<file path="src/rtl/traffic_light_pkg.sv">
// Shared encodings for the active-low traffic-light bus and its decoded phase.
// Latency: n/a (constants and a pure function only).
// Backpressure: n/a.
package traffic_light_pkg;

   // Active-low lamp patterns as driven on the bus
   localparam logic [2:0] LIGHT_RED   = 3'b011;
   localparam logic [2:0] LIGHT_BLUE  = 3'b101;
   localparam logic [2:0] LIGHT_GREEN = 3'b110;
   localparam logic [2:0] LIGHT_OFF   = 3'b111;

   // Decoded phase codes
   localparam logic [1:0] PH_OFF   = 2'd0;
   localparam logic [1:0] PH_RED   = 2'd1;
   localparam logic [1:0] PH_BLUE  = 2'd2;
   localparam logic [1:0] PH_GREEN = 2'd3;

   // Bit positions inside the sticky error vector
   localparam int ERR_PAT   = 0;
   localparam int ERR_TRANS = 1;
   localparam int ERR_TMO   = 2;

   // True when 'to' may directly follow lit phase 'from'
   function automatic logic legal_succ(input logic [1:0] from,
                                       input logic [1:0] to,
                                       input logic       blue_opt);
      logic ok;
      ok = 1'b0;
      case (from)
         PH_GREEN: ok = (to == PH_RED);
         PH_RED:   ok = (to == PH_BLUE) || (blue_opt && (to == PH_GREEN));
         PH_BLUE:  ok = (to == PH_GREEN);
         default:  ok = 1'b0;
      endcase
      return ok;
   endfunction

endpackage

</file>
<file path="src/rtl/traffic_phase_decode.sv">
// Combinational decode of the active-low lights bus into a phase code.
// Latency: 0 cycles (pure combinational).
// Backpressure: none; unrecognised patterns decode as OFF with illegal set.
module traffic_phase_decode
   import traffic_light_pkg::*;
(
   input  logic [2:0] lights,
   output logic [1:0] phase,
   output logic       illegal
);

   // Map each legal pattern to its phase; everything else is OFF + illegal
   always_comb begin
      phase   = PH_OFF;
      illegal = 1'b0;
      case (lights)
         LIGHT_RED:   phase = PH_RED;
         LIGHT_BLUE:  phase = PH_BLUE;
         LIGHT_GREEN: phase = PH_GREEN;
         LIGHT_OFF:   phase = PH_OFF;
         default:     illegal = 1'b1;
      endcase
   end

endmodule

</file>
<file path="src/rtl/traffic_light_monitor.sv">
// Passive checker: decodes lights, times each phase, flags sequence errors, counts cycles.
// Latency: 1 cycle from lights to phase/phase_chg/dwell/last_dwell/err/cycle_cnt.
// Backpressure: none; observe-only, never stalls the bus.
module traffic_light_monitor
   import traffic_light_pkg::*;
#(
   parameter int CNT_W     = 8,
   parameter int MAX_DWELL = 16,
   parameter int BLUE_OPT  = 1
) (
   input  logic             clk,
   input  logic             rst_n,
   input  logic [2:0]       lights,
   input  logic             clr,
   output logic [1:0]       phase,
   output logic             phase_chg,
   output logic [CNT_W-1:0] dwell,
   output logic [CNT_W-1:0] last_dwell,
   output logic [2:0]       err,
   output logic             err_any,
   output logic [7:0]       cycle_cnt
);

   localparam logic [CNT_W-1:0] DWELL_SAT = '1;
   localparam logic [CNT_W-1:0] DWELL_TMO = CNT_W'(MAX_DWELL);
   localparam logic             SKIP_BLUE = (BLUE_OPT != 0);

   logic [1:0]       phase_nxt;
   logic             illegal;
   logic             chg;
   logic [CNT_W-1:0] dwell_nxt;
   logic             lit_entry;
   logic             entry_ok;
   logic             tmo_hit;
   logic             cyc_inc;
   logic [2:0]       err_set;
   logic [1:0]       last_lit;
   logic             last_lit_vld;

   traffic_phase_decode u_decode (
      .lights  (lights),
      .phase   (phase_nxt),
      .illegal (illegal)
   );

   // Change detection, dwell update, entry legality, timeout and cycle-count qualifiers
   always_comb begin
      chg       = (phase_nxt != phase);
      dwell_nxt = dwell;
      entry_ok  = 1'b1;
      tmo_hit   = 1'b0;
      cyc_inc   = 1'b0;
      err_set   = 3'b000;

      if (chg)
         dwell_nxt = {{(CNT_W-1){1'b0}}, 1'b1};
      else if (dwell != DWELL_SAT)
         dwell_nxt = dwell + 1'b1;

      lit_entry = chg && (phase_nxt != PH_OFF);

      // OFF gaps are transparent: compare against the last lit phase, not 'phase'
      if (last_lit_vld && (phase_nxt != last_lit))
         entry_ok = legal_succ(last_lit, phase_nxt, SKIP_BLUE);

      // Fire only on the edge where dwell arrives at the threshold, not while parked at saturation
      tmo_hit = (phase_nxt != PH_OFF) && (dwell_nxt == DWELL_TMO) && (chg || (dwell != DWELL_TMO));

      cyc_inc = lit_entry && (phase_nxt == PH_GREEN) && last_lit_vld && (last_lit != PH_GREEN);

      err_set[ERR_PAT]   = illegal;
      err_set[ERR_TRANS] = lit_entry && !entry_ok;
      err_set[ERR_TMO]   = tmo_hit;
   end

   // Phase, change pulse and dwell timers: unaffected by clr
   always_ff @(posedge clk or negedge rst_n) begin
      if (!rst_n) begin
         phase     <= PH_OFF;
         phase_chg <= 1'b0;
         dwell     <= '0;
      end else begin
         phase     <= phase_nxt;
         phase_chg <= chg;
         dwell     <= dwell_nxt;
      end
   end

   // History and statistics: clr wipes them, then a same-cycle lit entry reloads last_lit
   always_ff @(posedge clk or negedge rst_n) begin
      if (!rst_n) begin
         last_dwell   <= '0;
         last_lit     <= PH_OFF;
         last_lit_vld <= 1'b0;
         cycle_cnt    <= '0;
      end else begin
         if (clr)
            last_dwell <= '0;
         else if (chg)
            last_dwell <= dwell;

         if (lit_entry) begin
            last_lit     <= phase_nxt;
            last_lit_vld <= 1'b1;
         end else if (clr) begin
            last_lit_vld <= 1'b0;
         end

         if (clr)
            cycle_cnt <= '0;
         else if (cyc_inc)
            cycle_cnt <= cycle_cnt + 8'd1;
      end
   end

   // Sticky error flags; errors coinciding with clr are discarded
   always_ff @(posedge clk or negedge rst_n) begin
      if (!rst_n)
         err <= 3'b000;
      else if (clr)
         err <= 3'b000;
      else
         err <= err | err_set;
   end

   assign err_any = |err;

endmodule
</file>
<file path="config.mk">
export PLATFORM = sky130hd
export DESIGN_NAME = traffic_light_monitor
export DESIGN_NICKNAME = d
export VERILOG_FILES = /design/src/rtl/traffic_light_pkg.sv /design/src/rtl/traffic_phase_decode.sv /design/src/rtl/traffic_light_monitor.sv
export SDC_FILE = /design/constraint.sdc
export NUM_CORES = 1
export LEC_CHECK = 0
export ABC_AREA = 1
export ABC_CLOCK_PERIOD_IN_PS = 2800
export CAP_MARGIN = 20
export CORE_ASPECT_RATIO = 0.5
export CORE_MARGIN = 2
export CORE_UTILIZATION = 55
export CTS_CLUSTER_DIAMETER = 50
export DETAILED_ROUTE_END_ITERATION = 10
export GPL_TIMING_DRIVEN = 0
export HOLD_SLACK_MARGIN = 0.08
export MAX_ROUTING_LAYER = met4
export PLACE_DENSITY = 0.85
export RECOVER_POWER = 50
export SYNTH_ARGS = -nofsm -noshare
export SYNTH_HDL_FRONTEND = slang
export SYNTH_SLANG_ARGS = --single-unit
</file>
<file path="constraint.sdc">
create_clock -name clk -period 2.8 [get_ports clk]
set_clock_uncertainty 0.05 [all_clocks]
set_input_delay 0.56 -clock clk [delete_from_list [all_inputs] [get_ports clk]]
set_output_delay 0.56 -clock clk [all_outputs]
set_load 0.005 [all_outputs]
</file>
; Yosys cells after proc, flatten, opt, wreduce, memory -nomap -nowiden
; Cells that the tools add are included.
[word_totals]
reg_bits = 33
ramBits = 0
memories = 0
inputBits = 6
rom_bits = 0
latchBits = 0
[op_classes]
addsub = 2
n_mux = 13
n_div = 0
n_reduce_logical = 17
n_shift = 0
magnitude_cmp = 0
bitwise_logic = 1
n_mul = 0
eq_ne = 16
[ops]
columns = operator, count
row1 = $mux W8, 6
row2 = $add A8 B1 Y8 const B, 2
row3 = $eq A3 B3 Y1 const B, 3
row4 = $eq A2 B2 Y1 const B, 4
row5 = $eq A8 B5 Y1 const B, 1
row6 = $logic_and A1 B1 Y1, 8
row7 = $ne A8 B5 Y1 const B, 1
row8 = $ne A8 B8 Y1 const B, 1
row9 = $reduce_bool A2 Y1, 4
row10 = $pmux W2 S3, 1
row11 = $eq A2 B1 Y1 const B, 2
row12 = $mux W1, 4
row13 = $ne A2 B2 Y1, 2
row14 = $reduce_or A4 Y1, 1
row15 = $eq A3 B2 Y1 const B, 1
row16 = $mux W3, 1
row17 = $or A3 B3 Y3, 1
row18 = $pmux W1 S3, 1
row19 = $reduce_or A3 Y1, 1
row20 = $logic_or A1 B1 Y1, 2
row21 = $ne A2 B2 Y1 const B, 1
row22 = $logic_not A1 Y1, 1

; Longest topological paths before layout
[logic_depth]
word_depth = 10
ltp_mapped = 12
depth_no_buf = 12

; Modules after synthesis
; A second synthesis with hierarchy kept.
[unflattened]
hier_cells = 223
area_unflattened_um2 = 1818.0
[modules_own_cells]
columns = mod, area_per_inst_um2, seq_area_each_um2, cells_each, instances
row1 = traffic_light_monitor, 1774.2, 825.8, 212, 1
row2 = traffic_phase_decode, 43.8, 0.0, 11, 1

; Worst setup path after synthesis
; OpenSTA, ideal clock, no wires.
[synth_path]
kind = input port to flip-flop
start = input lights[0]
end = register cycle_cnt[0]
cell_stages = 10
n_path_buf = 0
setup_slack_ps = 1038
setup_ps = 118
arrival_time_ps = 1594
required_time_ps = 2632
cell_sequence = inv_1 > nand3_4 > nand3_1 > nand2_2 > nand2_4 > nand2_4 > nor3_4 > nand2_4 > nand3_1 > nand2_1
[synth_between]
elab_chain_len = 8
word_cells_on_any_way = 12
[synth_rtl]
columns = item, line_no
row1 = start: declaration, traffic_light_monitor.sv:13  ; input logic [2:0] lights,
row2 = $eq A3 B3 Y1 or $eq A3 B2 Y1 (tied branches), traffic_phase_decode.sv:16  ; case (lights)
row3 = $pmux W2 S3 *, traffic_phase_decode.sv:16
row4 = $ne A2 B2 Y1 or $reduce_bool A2 Y1 (tied branches), "traffic_light_monitor.sv:48, traffic_light_monitor.sv:60"
row5 = $logic_and A1 B1 Y1, traffic_light_monitor.sv:60  ; lit_entry = chg && (phase_nxt != PH_OFF);
row6 = $logic_and A1 B1 Y1 * (3 in series), traffic_light_monitor.sv:69  ; cyc_inc = lit_entry && (phase_nxt == PH_GREEN) && last_lit_vld && (last_lit != PH_GREEN);
row7 = $reduce_bool A2 Y1 (no source line) *, -
row8 = end signal: assignment, traffic_light_monitor.sv:112  ; cycle_cnt <= cycle_cnt + 8'd1;
row9 = end: declaration, traffic_light_monitor.sv:21  ; output logic [7:0] cycle_cnt
; Every way passes the cells marked *; elsewhere a longest branch is shown, timed or not.
; A chain may end at the register's enable or synchronous reset.

; Worst setup path in the final report
[layout_path]
start = input lights[1]
end = register cycle_cnt[5]
[layout_between]
elab_chain_len = 8
word_cells_on_any_way = 12
[layout_rtl]
columns = item, line_no
row1 = $eq A3 B3 Y1 or $eq A3 B2 Y1 (tied branches), traffic_phase_decode.sv:16
row2 = $pmux W2 S3 *, traffic_phase_decode.sv:16
row3 = via phase_nxt[1], traffic_light_monitor.sv:28  ; logic [1:0] phase_nxt;
row4 = $ne A2 B2 Y1 or $reduce_bool A2 Y1 (tied branches), "traffic_light_monitor.sv:48, traffic_light_monitor.sv:60"
row5 = $logic_and A1 B1 Y1, traffic_light_monitor.sv:60
row6 = $logic_and A1 B1 Y1 * (3 in series), traffic_light_monitor.sv:69
row7 = $reduce_bool A2 Y1 (no source line) *, -
; The timed path passes the listed nets; every way through them passes the cells marked *.

==> out/qor.txt <==
CTS tree: done
Core area: 3080 µm²
Min-delay src: last_dwell[2]
Synth Net Count: 235
HPWL Detailed: 3.06 mm
CP Data Required Time: 2930 ps
Reg2Reg Setup Slack: 950 ps
Nets: 278
Startpoint types: primary input
Total CTS buffers: 5
Final ANT Viol Nets: 0
Final period utilization: 86.2%
IO Pins: 37
Syn avg cell area: 8.09 µm²
Status: complete, but fails checks
CP Capture Type: flop
Yosys warning total: 0
Antenna violations before repair: 0
Setup violators final: 0
Iteration-0 DRC Markers: 90
GR Util met1: 31.1%
Total GRT Usage: 25.7%
Pre-antenna DRT Iters: 5
Crit-path max FO: 9
Worst-Margin Slew: 1750 ps
Placer Congestion: 0.864
Hold Violations, Final: 0
FF-to-FF path depth: 11
Failing checks: capacitance limit, slew limit
Worst skew pair latency: 290 ps
Final Critical Period: 2410 ps
CTS H-tree lvls: 2
Largest net degree at the start of global routing: 34
Setup bufs post-CTS: 0
Max Slew Vio Count: 34
Worst Hold Path EP: last_dwell[2]
CTS Hold Bufs: 0
Max-cap violations: 1
Vias per std cell: 5.32
P per Cell Area: 475 nW/µm²
Die W: 85.5 µm
Yosys reg bits: 33
Placement Setup Slack: 241 ps
Synth Instances: 226
Vias: 1,648
WL/cell: 13.5 µm
Headroom to the max-slew limit: -16.7%
GRT Residual Overflow: 0
Gr busiest metal: met2
Vias in the first global route: 1,579
CTS root buffer: clkbuf_8
Hold Path Stages: 2
Post-CTS sizing: 0
Ant. Diodes: 0
First-pass GRT wire length: 7.18 mm
FP Rows: 14
RSZ-0062 raised after global routing: no
Final WL: 4.20 mm
Starting Density: 59.3%
Achievable Freq: 414 MHz
Fraction of layout cells with a size suffix above 1: 7.78%
Post-synthesis cell type count: 30
Die area: 3830 µm²
Finished layout cell area: 2300 µm²
Register clock-pin slew on the reported worst setup and hold paths: 70 ps
DRC violations left: 0
FF-to-FF End: err[2]
Dpl cell area: 2230 µm²
R2r startpoint: dwell[0]
Worst hold-check path type: flop to flop
Worst vdd rail ir drop: 0.374 mV
Setup ws final: 386 ps
Pleak: 1.17 nW
DIE HEIGHT: 44.8 µm
Sequential-to-total area share from yosys stat: 45.2%
Met2 GRT Util: 42.5%
Synth Cell Area: 1830 µm²
Port Buffers: 36
Clock buffer depth: 2
Grt met3 use: 6.95%
Crit path DAT: 2540 ps
Worst Setup Path Type: primary input to flop
CTS sink count: 33
Synth-to-layout area growth: 25.9%
Fin Setup TNS: 0 ps
-- critical path, cell delays in order --
cell and delay [ps]:
clkdlybuf4s50_1 560, inv_1 80, nand3_1 180, nand2_1 170, nand2_1 110, nand2_2 70, nand2_4 80, nand2_4 60
nor3_4 360, nand2_4 140, nand3_1 100, nand2_1 60
-- cell type report --
class	instances	area (µm²)
clock inverters	2	10.0
multi-input cells	154	841
fillers	243	781
clock buffers	6	72.6
flip-flops and latches	33	826
plain buffers	6	25.0
well taps	40	50.0
inverters	33	124
repair buffers	36	354
-- kinds of logic after synthesis --
kind of cell	share of synthesized area [%]
xor+xnor	3.35
compound gates	7.67
flops	45.2
simple gates	33.6
buf+inv	8.15
fa+ha+maj	2.05
-- flip-flops by register name (all words and copies together) (netlist names) --
| register | count |
|---|---|
| phase | 2 |
| last_lit_vld | 1 |
| last_lit | 2 |
| dwell | 8 |
| err | 3 |
| cycle_cnt | 8 |
| last_dwell | 8 |
| phase_chg | 1 |
-- cell usage in the layout, fill, tap and decap left out, drive strengths merged --
master,Yosys,final
nand3b,1,1
inv,33,33
clkinv,0,2
a21oi,6,6
o22ai,1,1
o21ai,3,3
a31oi,1,1
o21bai,1,1
clkbuf,2,9
ha,3,3
o31ai,7,7
and3,1,1
buf,4,4
xnor2,1,1
nand3,35,35
a211oi,1,1
nor3,2,2
nand4,9,9
or2,1,1
dlygate4sd3,0,11
dfrtp,33,33
nand2,48,48
clkdlybuf4s50,0,24
nor2,25,25
o211ai,2,2
xor2,6,6
-- routing by layer --
layer / up-vias / routed length (µm)
met4: 0 / 103
met5: - / 0
met3: 15 / 270
met2: 58 / 1960
li1: 831 / -
met1: 744 / 1870
-- worst max path at each step --
stage	depth (start not counted)	slack, ps	start	end
global route	12	210	lights[1]	cycle_cnt[5]
floorplan	10	1040	lights[0]	cycle_cnt[0]
finish	12	390	lights[1]	cycle_cnt[5]
detailed placement	12	240	lights[1]	cycle_cnt[6]
global placement	12	300	lights[2]	cycle_cnt[1]
CTS	12	540	lights[1]	cycle_cnt[6]
-- power by group --
| part | internal (mW) | switching, mW |
|---|---|---|
| clock network | 0.172 | 0.176 |
| registers | 0.506 | 0.0249 |
| logic | 0.0866 | 0.127 |
| total | 0.765 | 0.328 |
-- cell usage after synthesis, drive strengths merged --
library cell	number	area share (%)
nand3b	1	0.41
ha	3	2.1
dfrtp	33	45
a211oi	1	0.41
xnor2	1	0.48
a21oi	6	1.6
or2	1	0.34
o31ai	7	2.9
nor2	25	5.1
nand2	48	12
nand3	35	11
inv	33	6.8
a31oi	1	0.34
nor3	2	1.2
and3	1	0.34
xor2	6	2.9
o211ai	2	0.82
o21ai	3	0.82
nand4	9	3.1
o21bai	1	0.41
o22ai	1	0.34
clkbuf	2	0.41
buf	4	0.96
-- stage by stage --
step | hold WS (ps) | utilization (%) | cells | power (mW)
final | 460 | 74.7 | 310 | 1.09
after global placement | 450 | 72.6 | 302 | 0.749
after CTS | 310 | 75.1 | 310 | 1.11
after floorplan | 214 | - | 226 | 0.661
after detailed placement | 454 | 72.4 | 302 | 0.759
after global routing | 496 | 74.7 | 310 | 1.15
(Power assumes the default switching activity.)
